File: src/rtl/relu_backprop.sv
// ReLU backward gate: forward values leave one derivative mask bit in a FIFO, and gradients are gated in the same order.
// Optional build macro RELU_BWD_LEAKY_EN: negative-side gradients become grad_in >>> LEAK_SHIFT instead of zero.
module relu_backprop #(
    parameter int N          = 8,
    parameter int DEPTH      = 16,
    parameter int LEAK_SHIFT = 3
) (
    input  logic                       clk,
    input  logic                       rst_n,
    input  logic                       clear,
    input  logic                       fwd_valid,
    output logic                       fwd_ready,
    input  logic [N-1:0]               fwd_in,
    input  logic                       grad_in_valid,
    output logic                       grad_in_ready,
    input  logic [N-1:0]               grad_in,
    output logic                       grad_out_valid,
    input  logic                       grad_out_ready,
    output logic [N-1:0]               grad_out,
    output logic [$clog2(DEPTH):0]     count
);
    localparam int AW = $clog2(DEPTH);
    localparam int CW = AW + 1;

    if (DEPTH < 2 || (DEPTH & (DEPTH - 1)) != 0 || LEAK_SHIFT < 0 || LEAK_SHIFT >= N) begin : g_param_check
        $error("relu_backprop: DEPTH must be a power of two >= 2 and LEAK_SHIFT in [0, N-1]");
    end

    logic [DEPTH-1:0] mask_q, mask_d;
    logic [AW-1:0]    wr_ptr_q, wr_ptr_d;
    logic [AW-1:0]    rd_ptr_q, rd_ptr_d;
    logic [CW-1:0]    count_q, count_d;
    logic             grad_out_valid_q, grad_out_valid_d;
    logic [N-1:0]     grad_out_q, grad_out_d;

    logic             push;
    logic             pop;
    logic             mask_bit;
    logic [N-1:0]     gated;

    // Only the sign bit of a forward value matters for the derivative.
    logic             unused_fwd_bits;
    assign unused_fwd_bits = ^fwd_in[N-2:0];

    assign fwd_ready      = (count_q != CW'(DEPTH));
    assign grad_in_ready  = (count_q != '0) && (!grad_out_valid_q || grad_out_ready);
    assign push           = fwd_valid && fwd_ready;
    assign pop            = grad_in_valid && grad_in_ready;
    assign mask_bit       = mask_q[rd_ptr_q];

    assign grad_out_valid = grad_out_valid_q;
    assign grad_out       = grad_out_q;
    assign count          = count_q;

    always_comb begin
        gated = grad_in;
        if (!mask_bit) begin
`ifdef RELU_BWD_LEAKY_EN
            gated = $signed(grad_in) >>> LEAK_SHIFT;
`else
            gated = '0;
`endif
        end
    end

    always_comb begin
        mask_d           = mask_q;
        wr_ptr_d         = wr_ptr_q;
        rd_ptr_d         = rd_ptr_q;
        count_d          = count_q;
        grad_out_valid_d = grad_out_valid_q;
        grad_out_d       = grad_out_q;

        if (clear) begin
            wr_ptr_d         = '0;
            rd_ptr_d         = '0;
            count_d          = '0;
            grad_out_valid_d = 1'b0;
            grad_out_d       = '0;
        end else begin
            if (push) begin
                mask_d[wr_ptr_q] = ~fwd_in[N-1];
                wr_ptr_d         = wr_ptr_q + 1'b1;
            end
            if (pop) begin
                rd_ptr_d         = rd_ptr_q + 1'b1;
                grad_out_valid_d = 1'b1;
                grad_out_d       = gated;
            end else if (grad_out_ready) begin
                grad_out_valid_d = 1'b0;
            end
            case ({push, pop})
                2'b10:   count_d = count_q + 1'b1;
                2'b01:   count_d = count_q - 1'b1;
                default: count_d = count_q;
            endcase
        end
    end

    always_ff @(posedge clk or negedge rst_n) begin
        if (!rst_n) begin
            mask_q           <= '0;
            wr_ptr_q         <= '0;
            rd_ptr_q         <= '0;
            count_q          <= '0;
            grad_out_valid_q <= 1'b0;
            grad_out_q       <= '0;
        end else begin
            mask_q           <= mask_d;
            wr_ptr_q         <= wr_ptr_d;
            rd_ptr_q         <= rd_ptr_d;
            count_q          <= count_d;
            grad_out_valid_q <= grad_out_valid_d;
            grad_out_q       <= grad_out_d;
        end
    end
endmodule
File: config.mk
export PLATFORM = sky130hd
export DESIGN_NAME = relu_backprop
export DESIGN_NICKNAME = d
export VERILOG_FILES = /design/src/rtl/relu_backprop.sv
export SDC_FILE = /design/constraint.sdc
export NUM_CORES = 1
export LEC_CHECK = 0
export CAP_MARGIN = 30
export CORE_MARGIN = 4
export CORE_UTILIZATION = 42
export CTS_BUF_LIST = sky130_fd_sc_hd__clkbuf_8
export CTS_CLUSTER_DIAMETER = 40
export DETAILED_ROUTE_END_ITERATION = 10
export PLACE_DENSITY = 0.68
export SKIP_LAST_GASP = 1
export SLEW_MARGIN = 5
export SYNTH_ARGS = -nofsm -noshare
export SYNTH_HDL_FRONTEND = slang
export SYNTH_SLANG_ARGS = --single-unit
File: constraint.sdc
create_clock -name clk -period 2.55 [get_ports clk]
set_input_delay 0.3825 -clock clk [delete_from_list [all_inputs] [get_ports clk]]
set_output_delay 0.3825 -clock clk [all_outputs]
set_load 0.005 [all_outputs]
==> results of run 1 <==
report_power, final:
group          switching [mW]  total, mW  internal (mW)
sequential              0.127      0.848          0.721
clock                   0.213      0.430          0.217
combinational           0.500       1.08          0.577
through the flow:
step / setup TNS [ps] / worst slack [ps] / instances / utilization (%)
after floorplan: -71.8 / -71.8 / 204 / -
after global placement: 0 / 9.55 / 300 / 52.4
after detailed placement: -11.9 / -11.9 / 300 / 52.4
after CTS: 0 / 6.37 / 308 / 54.4
after global routing: -117 / -97.5 / 308 / 54.6
final: 0 / 34.5 / 308 / 54.6
path summary, 6_finish.rpt:
path	endpoint	slack [ps]	startpoint
setup reg to reg	count[4]	30	count[2]
hold / removal	mask_q[3]	190	rst_n
hold reg to reg	grad_out[3]	520	grad_out[3]
min in group clk	grad_out[3]	520	grad_out[3]
max in group asynchronous	mask_q[14]	1840	rst_n
setup / recovery	count[4]	30	count[2]
logic make-up after synthesis:
logic type,after synthesis,synth area share (%)
compound gates,62,20.5
xor+xnor,9,3.86
fa+ha+maj,7,4.29
buf+inv,23,4.72
flops,38,46.6
mux,9,6.86
simple gates,56,13.2
layer usage:
metal / vias up / wire length [um] / track usage, %
li1: 813 / - / -
met3: 6 / 248 / 4.29
met1: 801 / 2080 / 21.4
met2: 45 / 2000 / 24.1
met4: 0 / 70 / 6.58
met5: - / 0 / 0
layout by cell type (no fill, tap or decap), types with 4 or more instances in the layout:
cell type and instances:
dfrtp_1 38, clkdlybuf4s50_1 29, a21oi_1 27, nand2_1 17, a31oi_1 16, buf_4 16
nor2_1 12, nand3_1 8, inv_1 6, xor2_1 6, ha_1 6, clkbuf_8 6
a41oi_1 5, mux2i_1 5, and2_1 4, mux4_2 4
what timing repair did:
| item | in CTS | in global routing |
|---|---|---|
| setup endpoints to repair | 0 | 3 |
| hold buffers | 0 | 0 |
| gates resized for setup | 0 | 3 |
final cells by class:
| type | instances | area, sq um |
|---|---|---|
| clock inverter | 2 | 12.5 |
| clock buffer | 6 | 82.6 |
| fill | 418 | 2140 |
| sequential | 38 | 951 |
| inverter | 6 | 22.5 |
| multi-input combinational | 143 | 1010 |
| timing repair buffer | 46 | 415 |
| tap | 67 | 83.8 |
state kept, by name, summed over array words and instances (netlist names):
name,flops
grad_out_valid,1
count,5
rd_ptr_q,4
wr_ptr_q,4
mask_q,16
grad_out,8
==> summary.md, run 1 <==
| Metric | Value |
|---|---|
| HPWL Detailed | 3080 um |
| Status | complete, no violations |
| Synth top cells by count | dfrtp_1, a21oi_1, nand2_1, a31oi_1, nor2_1 |
| Top delay family on crit path | simple AND/OR/NAND/NOR gates |
| Initial DRC Count | 87 |
| Antenna cells | 0 |
| CTS H-Tree Depth | 2 |
| Largest net degree at the start of global routing | 39 |
| Post-CTS setup buffer count | 0 |
| Worst reg2reg path depth | 9 |
| Async SR Flop Fraction | 100% |
| Static leakage | 1.11 nW |
| Critical Path RT | 2780 ps |
| Max Slew Vio Count | 0 |
| Top-area cell type share of the netlist area | 46.6% |
| Yosys warnings | 0 |
| Clock transition at path regs | 70 ps |
| Max Cap Violations | 0 |
| Synth Register Bits | 38 |
| Mapped Cells | 204 |
| Count of nets after finishing | 269 |
| Post-synth EDFFs | 0 |
| Cell taking the most area after synthesis | dfrtp_1 |
| Crit share post-route | 98.6% |
| Power Density | 913 mW/mm^2 |
| Slowest CP cell | or4_4 |
| Overflow after GRT | 0 |
| DRC violation count after routing | 0 |
| Worst slew pin tran | 839 ps |
| Post-route cell area | 0.00258 sq mm |
| Clock Sinks | 38 |
| Mapped Nets | 233 |
| Crit. End Element | register |
| Initial Util | 43.2% |
| Startpoint types | register |
| RSZ-0062 raised after global routing | true |
| Rel. slew slack | 44.1% |
| Row cnt | 25 |
| Crit Path Class | reg2reg |
| Via count | 1665 |
| Port bufs | 30 |
| Root Driver | clkbuf_8 |
| Vias per cell | 5.41 |
| Critical path buffer and inverter count | 0 |
| Max VDD drop | 427 uV |
| WP depth | 9 |
| Skew-Pair Late Insertion Delay | 290 ps |
| Vias in the first global route | 1580 |
| Worst path cell trace | or4_4 -> o2111ai_4 -> xnor2_1 -> ha_2 -> or3_1 -> a21oi_2 -> mux2i_1 -> or3_1 -> a21oi_2 |
| DR WL/cell | 14.3 um |
| Total Wirelength | 4400 um |
| Inserted Clock Buffers | 5 |
| Final setup violation count | 0 |
| ANT nets after route | 0 |
| Post-DP Area | 0.00247 sq mm |
| GRT Util Overall | 15.9% |
| Worst Hold Slack | 186 ps |
| Core Box Area | 0.00472 sq mm |
| Hold Path Class | in2async |
| Minimum period implied by the final worst setup slack | 2520 ps |
| Layout Area Growth over Synthesis | 26.4% |
| Netlist Area Pre-Place | 0.00204 sq mm |
| Clk buf depth | 2 |
| DRT Pass-1 Iters | 4 |
| First-pass GRT wire length | 7610 um |
| Die Span X | 77.7 um |
| Final Skew | 4.37 ps |
| Die height | 77.7 um |
| Area contributors post-synth | dfrtp_1, a21oi_1, a31oi_1, mux4_2, ha_1 |
| Worst path max stage delay | 570 ps |
| DIE AREA | 0.00604 sq mm |
| Tot Pwr | 2.36 mW |
| I/O pins | 38 |
| Syn avg cell area | 10.0 sq um |
| Fin. Hold Viols | 0 |
| Sequential element share of the synthesized area | 46.6% |
| F_max | 398 MHz |
| GPL Wtd Cong | 0.870 |
| Highest net fanout along the worst path | 4 |
| Cell variety after synth | 37 |
| Main flop type after synthesis | dfrtp_1 |
| Initial antenna violation count | 0 |
| TritonCTS clock tree | built |
| Layout cell share with drive strength beyond 1 | 15.8% |
| CP arrival | 2740 ps |
| Count leader, synth | dfrtp_1 |
Note: power is estimated with default switching activity, not from simulation.
==> run 2: changes to the inputs <==
Clock period 2.55 ns to 2.3 ns, I/O delays scaled along.
==> run 2 against run 1 <==
The run now ends with negative setup slack left. Sequential share of layout area fell by 2.1 points. Routed wire length rose by 3.5%. Final cell count rose by 1.9%. Critical path depth did not move. Critical path type unchanged. Register-to-register slack got worse by 270 ps. Die area did not move. Setup slack got worse by 270 ps. Fmax fell by 0.93%.
==> summary.md, run 2 (synthesis gave the netlist of run 1 again) <==
| Metric | Value |
|---|---|
| Status | complete, but fails checks |
| Failing checks | negative setup slack |
| CP arrival | 2760 ps (+20 ps) |
| Clock Sinks | 38 (unchanged) |
| Via count | 1676 (+0.66%) |
| Worst Hold Slack | 150 ps (-36.1 ps) |
| # fillers | 404 (-3.3%) |
| F_max | 394 MHz (-0.93%) |
| ANT nets after route | 0 (unchanged) |
| Port bufs | 30 (unchanged) |
| Clock transition at path regs | 80 ps (about the same) |
| CTS H-Tree Depth | 2 (unchanged) |
| Worst slew pin tran | 845 ps (+6.09 ps) |
| Inserted Clock Buffers | 5 (unchanged) |
| Final setup violation count | 1 (+1) |
| Post-CTS Hold Fix Bufs | 0 (unchanged) |
| Root Driver | clkbuf_8 |
| Crit. End Element | register |
| Power share of the clock group | 23.6% (+5.3 points) |
| Max Slew Vio Count | 0 (unchanged) |
| Initial DRC Count | 109 (+25%) |
| DR WL/cell | 14.5 um (+1.5%) |
| GRT Util Overall | 16.8% (+0.89 points) |
| Initial antenna violation count | 0 (unchanged) |
| GPL Wtd Cong | 0.848 (-2.5%) |
| Critical Path RT | 2520 ps (-260 ps) |
| Total Wirelength | 4550 um (+3.5%) |
| Highest net fanout along the worst path | 4 (unchanged) |
| Crit share post-route | 110% (+12 points) |
| Crit Path Class | reg2reg |
| Rel. slew slack | 43.6% (-0.41 points) |
| Switching Share | 33.4% (-2.3 points) |
| Clk buf depth | 2 (unchanged) |
| P_int | 2.00 mW (+32%) |
| Power Density | 1100 mW/mm^2 (+20%) |
| Static leakage | 1.18 nW (+6.7%) |
| DIE AREA | 0.00604 sq mm (unchanged) |
| Die height | 77.7 um (unchanged) |
| Row cnt | 25 (unchanged) |
| Layout cell share with drive strength beyond 1 | 20.2% (+4.5 points) |
| Vias in the first global route | 1663 (+5.3%) |
| Worst reg2reg path depth | 9 (unchanged) |
| Startpoint types | register |
| Final worst slack | -239 ps (-274 ps) |
| Max VDD drop | 406 uV (-4.8%) |
| Post-route cell area | 0.00274 sq mm (+6.2%) |
| Sw power | 1.00 mW (+19%) |
| Skew-Pair Late Insertion Delay | 290 ps (about the same) |
| Overflow after GRT | 0 (unchanged) |
| Largest net degree at the start of global routing | 39 (unchanged) |
| Core Box Area | 0.00472 sq mm (unchanged) |
| Minimum period implied by the final worst setup slack | 2540 ps (+23.6 ps) |
| Layout Area Growth over Synthesis | 34.2% |
| Top reg by flops | mask_q |
| Vias per cell | 5.34 (-1.3%) |
| DRC violation count after routing | 0 (unchanged) |
| Fin. Hold Viols | 0 (unchanged) |
| Initial Util | 43.2% (unchanged) |
| Most common cell after layout, fill and taps aside | dfrtp_1 |
| RSZ-0062 raised after global routing | true |
| TritonCTS clock tree | built |
| Commonest non-fill, non-tap cells in the layout | dfrtp_1, a21oi_1, clkdlybuf4s50_1, buf_4, nand2_1 |
| DRT Pass-1 Iters | 4 (unchanged) |
| First-pass GRT wire length | 8060 um (+5.9%) |
| Hold Path Class | in2async |
| Largest register FFs | 16 (unchanged) |
| Post-DP Area | 0.00250 sq mm (+1.2%) |
| Count of nets after finishing | 275 (+2.2%) |
| Die Span X | 77.7 um (unchanged) |
| Combinational fraction of design power | 45.7% (about the same) |
| Antenna cells | 0 (unchanged) |
| Reg power frac | 30.7% (-5.3 points) |
| Final Skew | 4.61 ps (+0.248 ps) |
| I/O pins | 38 (unchanged) |
| Max Cap Violations | 0 (unchanged) |
| HPWL Detailed | 3140 um (+1.9%) |
run 2: timing repair:
action,in CTS,in global routing
pin swaps,2,5
resized for setup,4,10
buffers inserted,0,2
endpoints found under the hold margin,0,0
endpoints found under the setup margin,3,4
run 2: path summary, 6_finish.rpt:
check	slack (ps)	to	from
max	-240	count[4]	count[3]
min reg2reg	520	grad_out[6]	grad_out[6]
min in group clk	520	grad_out[6]	grad_out[6]
max reg2reg	-240	count[4]	count[3]
min	150	mask_q[10]	rst_n
max in group asynchronous	1610	mask_q[13]	rst_n
run 2: metrics by stage:
stage               util (%)  worst slack [ps]  power (mW)  TNS [ps]  std cells
floorplan                  -              -322        1.63      -418        204
global placement        53.0              -206        2.14      -403        304
detailed placement      53.0              -249        2.17      -491        304
CTS                     56.2              -198        2.90      -326        312
global route            58.0              -356        3.23      -564        314
finish                  58.0              -239        3.00      -239        314
run 2: critical path: stages, from the launching register on:
cell,delay [ps]
dfrtp_1,420
or4_4,550
o2111ai_4,240
xnor2_2,100
ha_2,180
or3_1,330
a21oi_2,140
mux2i_1,80
or3_1,300
a21oi_1,130
run 2: layout make-up:
type | count | area (sq um) | share of cell area, %
Clock inverter | 2 | 60.1 | 2.19
Inverter | 6 | 22.5 | 0.822
Clock buffer | 6 | 82.6 | 3.01
Sequential cell | 38 | 951 | 34.7
Tap cell | 67 | 83.8 | 3.06
Timing Repair Buffer | 52 | 463 | 16.9
Multi-Input combinational cell | 143 | 1080 | 39.3
run 2: metal layers:
metal  global-route usage, %  vias up  wire [um]
met1                    22.1      812       2110
met4                    5.87        0         68
met2                    26.7       35       2170
met5                       0        -          0
li1                        -      822          -
met3                    4.29        7        211
run 2: power by group through the flow:
stage	Clock [mW]	Sequential, mW	Combinational, mW
2_1_floorplan	0	0.912	0.717
3_3_place_gp	0	0.925	1.22
3_5_place_dp	0	0.927	1.24
4_1_cts	0.723	0.917	1.26
5_1_grt	0.755	0.943	1.53
6_report	0.708	0.922	1.37
